File: src/rtl/trackball_counter.sv
// -----------------------------------------------------------------------------
// trackball_counter
//
// Quadrature-style trackball front end. Two independent axes (horizontal and
// vertical) each receive an asynchronous step strobe and direction level from
// the trackball transmitter. Steps are synchronized and then collected in a
// small signed accumulator. On every game-cadence tick (ce high, not paused)
// the accumulator is added into a wrapping position counter. The CPU reads
// {v_count, h_count} through a latched port. A sticky flag reports that an
// accumulator saturated, so the CPU can tell that movement was lost.
//
// Ports
//   clk      in   system clock
//   reset_n  in   asynchronous active-low reset
//   ce       in   clock enable, game cadence; counters update only when high
//   pause    in   freezes counters; steps still accumulate
//   h_clk    in   horizontal step strobe (asynchronous)
//   h_dir    in   horizontal direction (asynchronous)
//   v_clk    in   vertical step strobe (asynchronous)
//   v_dir    in   vertical direction (asynchronous)
//   rd       in   CPU read strobe, qualified by ce
//   tb_data  out  latched {v_count, h_count}
//   sat      out  sticky accumulator-saturation flag, cleared by a read
// -----------------------------------------------------------------------------
module trackball_counter #(
  parameter int   CNT_W  = 4,
  parameter int   ACC_W  = 3,
  parameter logic DIR_UP = 1'b1
) (
  input  logic               clk,
  input  logic               reset_n,
  input  logic               ce,
  input  logic               pause,
  input  logic               h_clk,
  input  logic               h_dir,
  input  logic               v_clk,
  input  logic               v_dir,
  input  logic               rd,
  output logic [2*CNT_W-1:0] tb_data,
  output logic               sat
);

  // Accumulator limits and unit steps, signed ACC_W-bit.
  localparam logic signed [ACC_W-1:0] ACC_MAX     = {1'b0, {(ACC_W-1){1'b1}}};
  localparam logic signed [ACC_W-1:0] ACC_MIN     = {1'b1, {(ACC_W-1){1'b0}}};
  localparam logic signed [ACC_W-1:0] ACC_ONE     = {{(ACC_W-1){1'b0}}, 1'b1};
  localparam logic signed [ACC_W-1:0] ACC_NEG_ONE = {ACC_W{1'b1}};
  localparam logic signed [ACC_W-1:0] ACC_ZERO    = {ACC_W{1'b0}};

  // Sign-extend an accumulator value to counter width.
  function automatic logic [CNT_W-1:0] sext_acc(input logic [ACC_W-1:0] v);
    return {{(CNT_W-ACC_W){v[ACC_W-1]}}, v};
  endfunction

  // Axis index 0 = horizontal, 1 = vertical.
  logic [1:0]       stb_in_s;
  logic [1:0]       dir_in_s;
  logic [1:0]       stb_meta_r;
  logic [1:0]       stb_sync_r;
  logic [1:0]       stb_dly_r;
  logic [1:0]       dir_meta_r;
  logic [1:0]       dir_sync_r;
  logic [1:0]       warm_cnt_r;
  logic             armed_s;
  logic [1:0]       evt_s;
  logic [1:0]       up_s;
  logic             apply_s;
  logic             rd_q_s;
  logic             sat_hit_s;

  logic signed [ACC_W-1:0] acc_r     [2];
  logic signed [ACC_W-1:0] acc_nxt_s [2];
  logic [CNT_W-1:0]        cnt_r     [2];
  logic [CNT_W-1:0]        cnt_nxt_s [2];

  assign stb_in_s = {v_clk, h_clk};
  assign dir_in_s = {v_dir, h_dir};

  // The delay flop starts at 0 after reset, so a strobe already high at
  // release would look like a rising edge; the warm-up counter masks events
  // for the first three clocks until the delay flop has caught up.
  assign armed_s = (warm_cnt_r == 2'd3);
  assign evt_s   = stb_sync_r & ~stb_dly_r & {2{armed_s}};
  assign up_s    = ~(dir_sync_r ^ {2{DIR_UP}});
  assign apply_s = ce & ~pause;
  assign rd_q_s  = rd & ce;

  // Input synchronizers, edge-detect delay flops and warm-up counter.
  always_ff @(posedge clk or negedge reset_n) begin
    if (!reset_n) begin
      stb_meta_r <= 2'b00;
      stb_sync_r <= 2'b00;
      stb_dly_r  <= 2'b00;
      dir_meta_r <= 2'b00;
      dir_sync_r <= 2'b00;
      warm_cnt_r <= 2'd0;
    end else begin
      stb_meta_r <= stb_in_s;
      stb_sync_r <= stb_meta_r;
      stb_dly_r  <= stb_sync_r;
      dir_meta_r <= dir_in_s;
      dir_sync_r <= dir_meta_r;
      if (warm_cnt_r != 2'd3) begin
        warm_cnt_r <= warm_cnt_r + 2'd1;
      end else begin
        warm_cnt_r <= warm_cnt_r;
      end
    end
  end

  // Next-state for accumulators and counters. On an apply cycle the old
  // accumulator goes into the counter and a same-clock step seeds the new
  // accumulator, so no step is lost or counted twice.
  always_comb begin
    sat_hit_s = 1'b0;
    for (int a = 0; a < 2; a++) begin
      acc_nxt_s[a] = acc_r[a];
      cnt_nxt_s[a] = cnt_r[a];
      if (apply_s) begin
        cnt_nxt_s[a] = cnt_r[a] + sext_acc(acc_r[a]);
        if (evt_s[a]) begin
          acc_nxt_s[a] = up_s[a] ? ACC_ONE : ACC_NEG_ONE;
        end else begin
          acc_nxt_s[a] = ACC_ZERO;
        end
      end else if (evt_s[a]) begin
        if (up_s[a]) begin
          if (acc_r[a] == ACC_MAX) begin
            sat_hit_s = 1'b1;
          end else begin
            acc_nxt_s[a] = acc_r[a] + ACC_ONE;
          end
        end else begin
          if (acc_r[a] == ACC_MIN) begin
            sat_hit_s = 1'b1;
          end else begin
            acc_nxt_s[a] = acc_r[a] - ACC_ONE;
          end
        end
      end else begin
        acc_nxt_s[a] = acc_r[a];
      end
    end
  end

  // Accumulator and position counter registers.
  always_ff @(posedge clk or negedge reset_n) begin
    if (!reset_n) begin
      for (int a = 0; a < 2; a++) begin
        acc_r[a] <= ACC_ZERO;
        cnt_r[a] <= {CNT_W{1'b0}};
      end
    end else begin
      for (int a = 0; a < 2; a++) begin
        acc_r[a] <= acc_nxt_s[a];
        cnt_r[a] <= cnt_nxt_s[a];
      end
    end
  end

  // CPU read latch (pre-update counter values) and sticky saturation flag;
  // a saturation in the same clock as a read wins over the clear.
  always_ff @(posedge clk or negedge reset_n) begin
    if (!reset_n) begin
      tb_data <= {(2*CNT_W){1'b0}};
      sat     <= 1'b0;
    end else begin
      if (rd_q_s) begin
        tb_data <= {cnt_r[1], cnt_r[0]};
      end else begin
        tb_data <= tb_data;
      end
      if (sat_hit_s) begin
        sat <= 1'b1;
      end else if (rd_q_s) begin
        sat <= 1'b0;
      end else begin
        sat <= sat;
      end
    end
  end

endmodule

File: config.mk
export PLATFORM = sky130hd
export DESIGN_NAME = trackball_counter
export DESIGN_NICKNAME = d
export VERILOG_FILES = /design/src/rtl/trackball_counter.sv
export SDC_FILE = /design/constraint.sdc
export NUM_CORES = 1
export LEC_CHECK = 0
export ABC_AREA = 1
export CORE_MARGIN = 2
export CORE_UTILIZATION = 51
export DETAILED_ROUTE_END_ITERATION = 10
export HOLD_SLACK_MARGIN = 0.12
export PLACE_DENSITY_LB_ADDON = 0.08
export SLEW_MARGIN = 10
export SYNTH_ARGS = -nofsm -noshare
export SYNTH_HDL_FRONTEND = slang
export SYNTH_SLANG_ARGS = --single-unit
File: constraint.sdc
create_clock -name clk -period 2.34 [get_ports clk]
set_input_delay 0.468 -clock clk [delete_from_list [all_inputs] [get_ports clk]]
set_output_delay 0.468 -clock clk [all_outputs]
set_load 0.02 [all_outputs]
==> impl_metrics.env <==
export IMPL_outcome="complete, no violations"
export IMPL_vias=1196
export IMPL_syn2layout_area_growth_pct=15.76
export IMPL_rrSetupSlack_ps=800
export IMPL_yosysWarnings=0
export IMPL_synth_area_top_cells="dfrtp_1 51%, nand2_1 14%, mux2_2 5.3%"
export IMPL_fp_row_count=21
export IMPL_wirelength_mm=2.860
export IMPL_first_pass_iters=4
export IMPL_ant_nets=0
export IMPL_path_buf_inv=1
export IMPL_core_area_mm2=0.003284
export IMPL_fin_ws_ps=560.2
export IMPL_start_kind="flop"
export IMPL_synth_net_count=195
export IMPL_finalHoldViolations=0
export IMPL_cts_tree="done"
export IMPL_die_width_um=61.85
export IMPL_syn_area_mm2=0.001707
export IMPL_fin_crit_sh_pct=76.06
export IMPL_fin_skew_ps=8.679
export IMPL_power_total_w=0.002215
export IMPL_tightest_slew_ps=418.4
export IMPL_cts_root_buf="clkbuf_4"
export IMPL_dp_cells=237
export IMPL_crit_start="sat"
export IMPL_fill_cells=305
export IMPL_synthAdderAreaFrac_pct=9.824
export IMPL_wl_per_cell_um=11.67
export IMPL_r2r_end="cnt_r[2]"
export IMPL_fin_area_mm2=0.001976
export IMPL_setup_viol=0
export IMPL_hold_buffers=0
export IMPL_synth_ff_type="dfrtp_1"
export IMPL_portBuffers=17
export IMPL_synth_top_cells_by_count="62 x nand2_1, 35 x dfrtp_1, 17 x nand3_1"
export IMPL_die_area_mm2=0.003825
export IMPL_hold_end="dir_sync_r[1]"
export IMPL_ys_seq_elements=35
export IMPL_synth_mux_area_share_pct=5.279
export IMPL_dp_slack_ps=626.8
export IMPL_path_class="flop to output pin"
export IMPL_grt_pass1_vias=1124
export IMPL_leakagePower_nw=0.9877
export IMPL_dr_first_iter_drc_count=39
export IMPL_reg2reg_from="acc_r[0]"
export IMPL_hp_start="dir_meta_r[1]"
export IMPL_dp_hpwl_mm=2.167
export IMPL_synth_top_area_share_pct=51.32
export IMPL_required_ps=1870
export IMPL_cts_setup_buffers=0
export IMPL_synth_compound_area_share_pct=2.346
export IMPL_nNetsFinal=218
export IMPL_yosysMostFrequentCell="nand2_1"
export IMPL_worstSkewPairLatency_ps=330
export IMPL_slew_headroom_pct=72.11
export IMPL_cts_resized=0
export IMPL_grt_first_pass_wirelength_mm=4.926
export IMPL_cts_clk_slew_worst_paths_ps=90
export IMPL_cts_max_level=2
export IMPL_place_gp_congestion=0.7101
export IMPL_critical_path_top_delay_family="buffers and inverters"
export IMPL_yosys_area_share_simple_pct=24.63
export IMPL_ff2ff_path_depth=4
export IMPL_synth_top_family_by_area="simple AND/OR/NAND/NOR gates"
export IMPL_synthDistinctLibCells=23
export IMPL_drcViolationCount=0
export IMPL_synth_edf_count=0
export IMPL_slew_violations=0
export IMPL_path_max_fanout=2
export IMPL_die_h_um=61.85
export IMPL_final_min_clock_period_ps=1780
export IMPL_diodes=0
export IMPL_powerDensity_mw_per_mm2=1121
export IMPL_fin_tns_setup_ps=0
export IMPL_cts_path_max_buffers=2
export IMPL_hold_class="flop to flop"
export IMPL_async_reset_ff_share_pct=100.0
export IMPL_ios=18
export IMPL_fmax_ghz=0.5619
export IMPL_ys_seq_area_share_pct=51.32
export IMPL_fin_cells=245
export IMPL_cts_made_buffers=5
export IMPL_drive_gt1_share_pct=13.07
export IMPL_dpl_cell_area_mm2=0.001926
export IMPL_yosysTopAreaCell="dfrtp_1"
export IMPL_grt_start_max_net_pins=36
export IMPL_cap_violations=0
export IMPL_cp_slowest_cell="clkdlybuf4s50_1"
export IMPL_antenna_found_initial=0
export IMPL_initial_utilization_pct=51.96
export IMPL_synthCells=175
export IMPL_max_stage_delay_ps=610
export IMPL_grt_overflow=0
export IMPL_hold_depth=0
export IMPL_max_vdd_ir_drop_uv=450.8
export IMPL_synth_xor_area_share_pct=2.566
export IMPL_end_kind="output pin"
export IMPL_crit_arrival_ps=1310
export IMPL_vias_per_cell=4.882
export IMPL_rsz0062_at_grt="false"
export IMPL_crit_chain="clkdlybuf4s50_1"
export IMPL_synth_area_per_cell_um2=9.752
export IMPL_grtUsageTotal_pct=18.30
export IMPL_numClockSinks=35
## worst reg2reg max path, stage by stage (launching register included)
cell and delay, ps:
dfrtp_1 470, ha_1 270, fa_1 410, xnor2_1 170
o21ai_0 110
## worst max-delay path by stage
stage | cells after the start | slack (ps) | endpoint
2_1_floorplan | 4 | 990 | cnt_r[2]
3_3_place_gp | 8 | 630 | acc_r[5]
3_5_place_dp | 8 | 630 | acc_r[2]
4_1_cts | 1 | 540 | sat
5_1_grt | 1 | 490 | tb_data[3]
6_report | 1 | 560 | sat
## power breakdown
group / internal [W] / switching (W)
logic: 0.000460 / 0.000470
clock network: 0.000117 / 0.000183
registers: 0.000790 / 0.000195
total: 0.00137 / 0.000848
## stage by stage
step | hold slack, ps | util (%)
after detailed placement | 337.9 | 58.63
final | 357.0 | 60.15
after global routing | 366.9 | 60.15
after global placement | 334.1 | 58.63
after CTS | 359.8 | 60.15
after floorplan | 172.4 | -
## cell families after synthesis
kind of cell	after synthesis
XOR/XNOR	5
adder cells (fa/ha/maj)	11
buffers and inverters	15
AND/OR/NAND/NOR	93
flip-flops	35
multiplexers	8
AO/OA/AOI/OAI	8
## layer usage
layer / track usage [%] / vias up / part of all wire (%)
met5: 0 / - / 0
met4: 5.471 / 0 / 0.63
met3: 6.832 / 2 / 2.9
met2: 30.23 / 20 / 52
met1: 22.48 / 561 / 44
li1: - / 613 / -
## sequential cells by signal, summed over array words and instances (netlist names)
name and flops:
acc_r 6, dir_sync_r 2, tb_data 8, dir_meta_r 2, stb_dly_r 2, sat 1
cnt_r 8, warm_cnt_r 2, stb_sync_r 2, stb_meta_r 2
## layout make-up
cell class,count,area [µm²],area share (%)
clock buffer,7,45.04,2.280
clock inverter,1,5.005,0.2533
inverter,12,45.04,2.280
multi-input combinational,125,762.0,38.57
sequential,35,875.8,44.33
tap,46,57.56,2.913
timing repair buffer,19,185.2,9.373
## layout by cell type, fill, tap and decap left out
| cell | count |
|---|---|
| nand2_1 | 62 |
| dfrtp_1 | 35 |
| nand3_1 | 17 |
| clkdlybuf4s50_1 | 17 |
| inv_1 | 10 |
| mux2_2 | 8 |
| ha_1 | 7 |
| o21ai_0 | 5 |
| clkbuf_4 | 5 |
| xnor2_1 | 4 |
| fa_1 | 4 |
| nor2_4 | 3 |
| nor2_1 | 3 |
| nand2_2 | 2 |
| inv_2 | 2 |
| a21oi_1 | 2 |
| nand4_1 | 2 |
| nand3_2 | 2 |
| clkbuf_1 | 2 |
| buf_4 | 2 |
| o21ai_1 | 1 |
| or2_2 | 1 |
| nand2b_1 | 1 |
| xor2_1 | 1 |
| clkinv_2 | 1 |
Note: power is estimated with default switching activity, not from simulation.
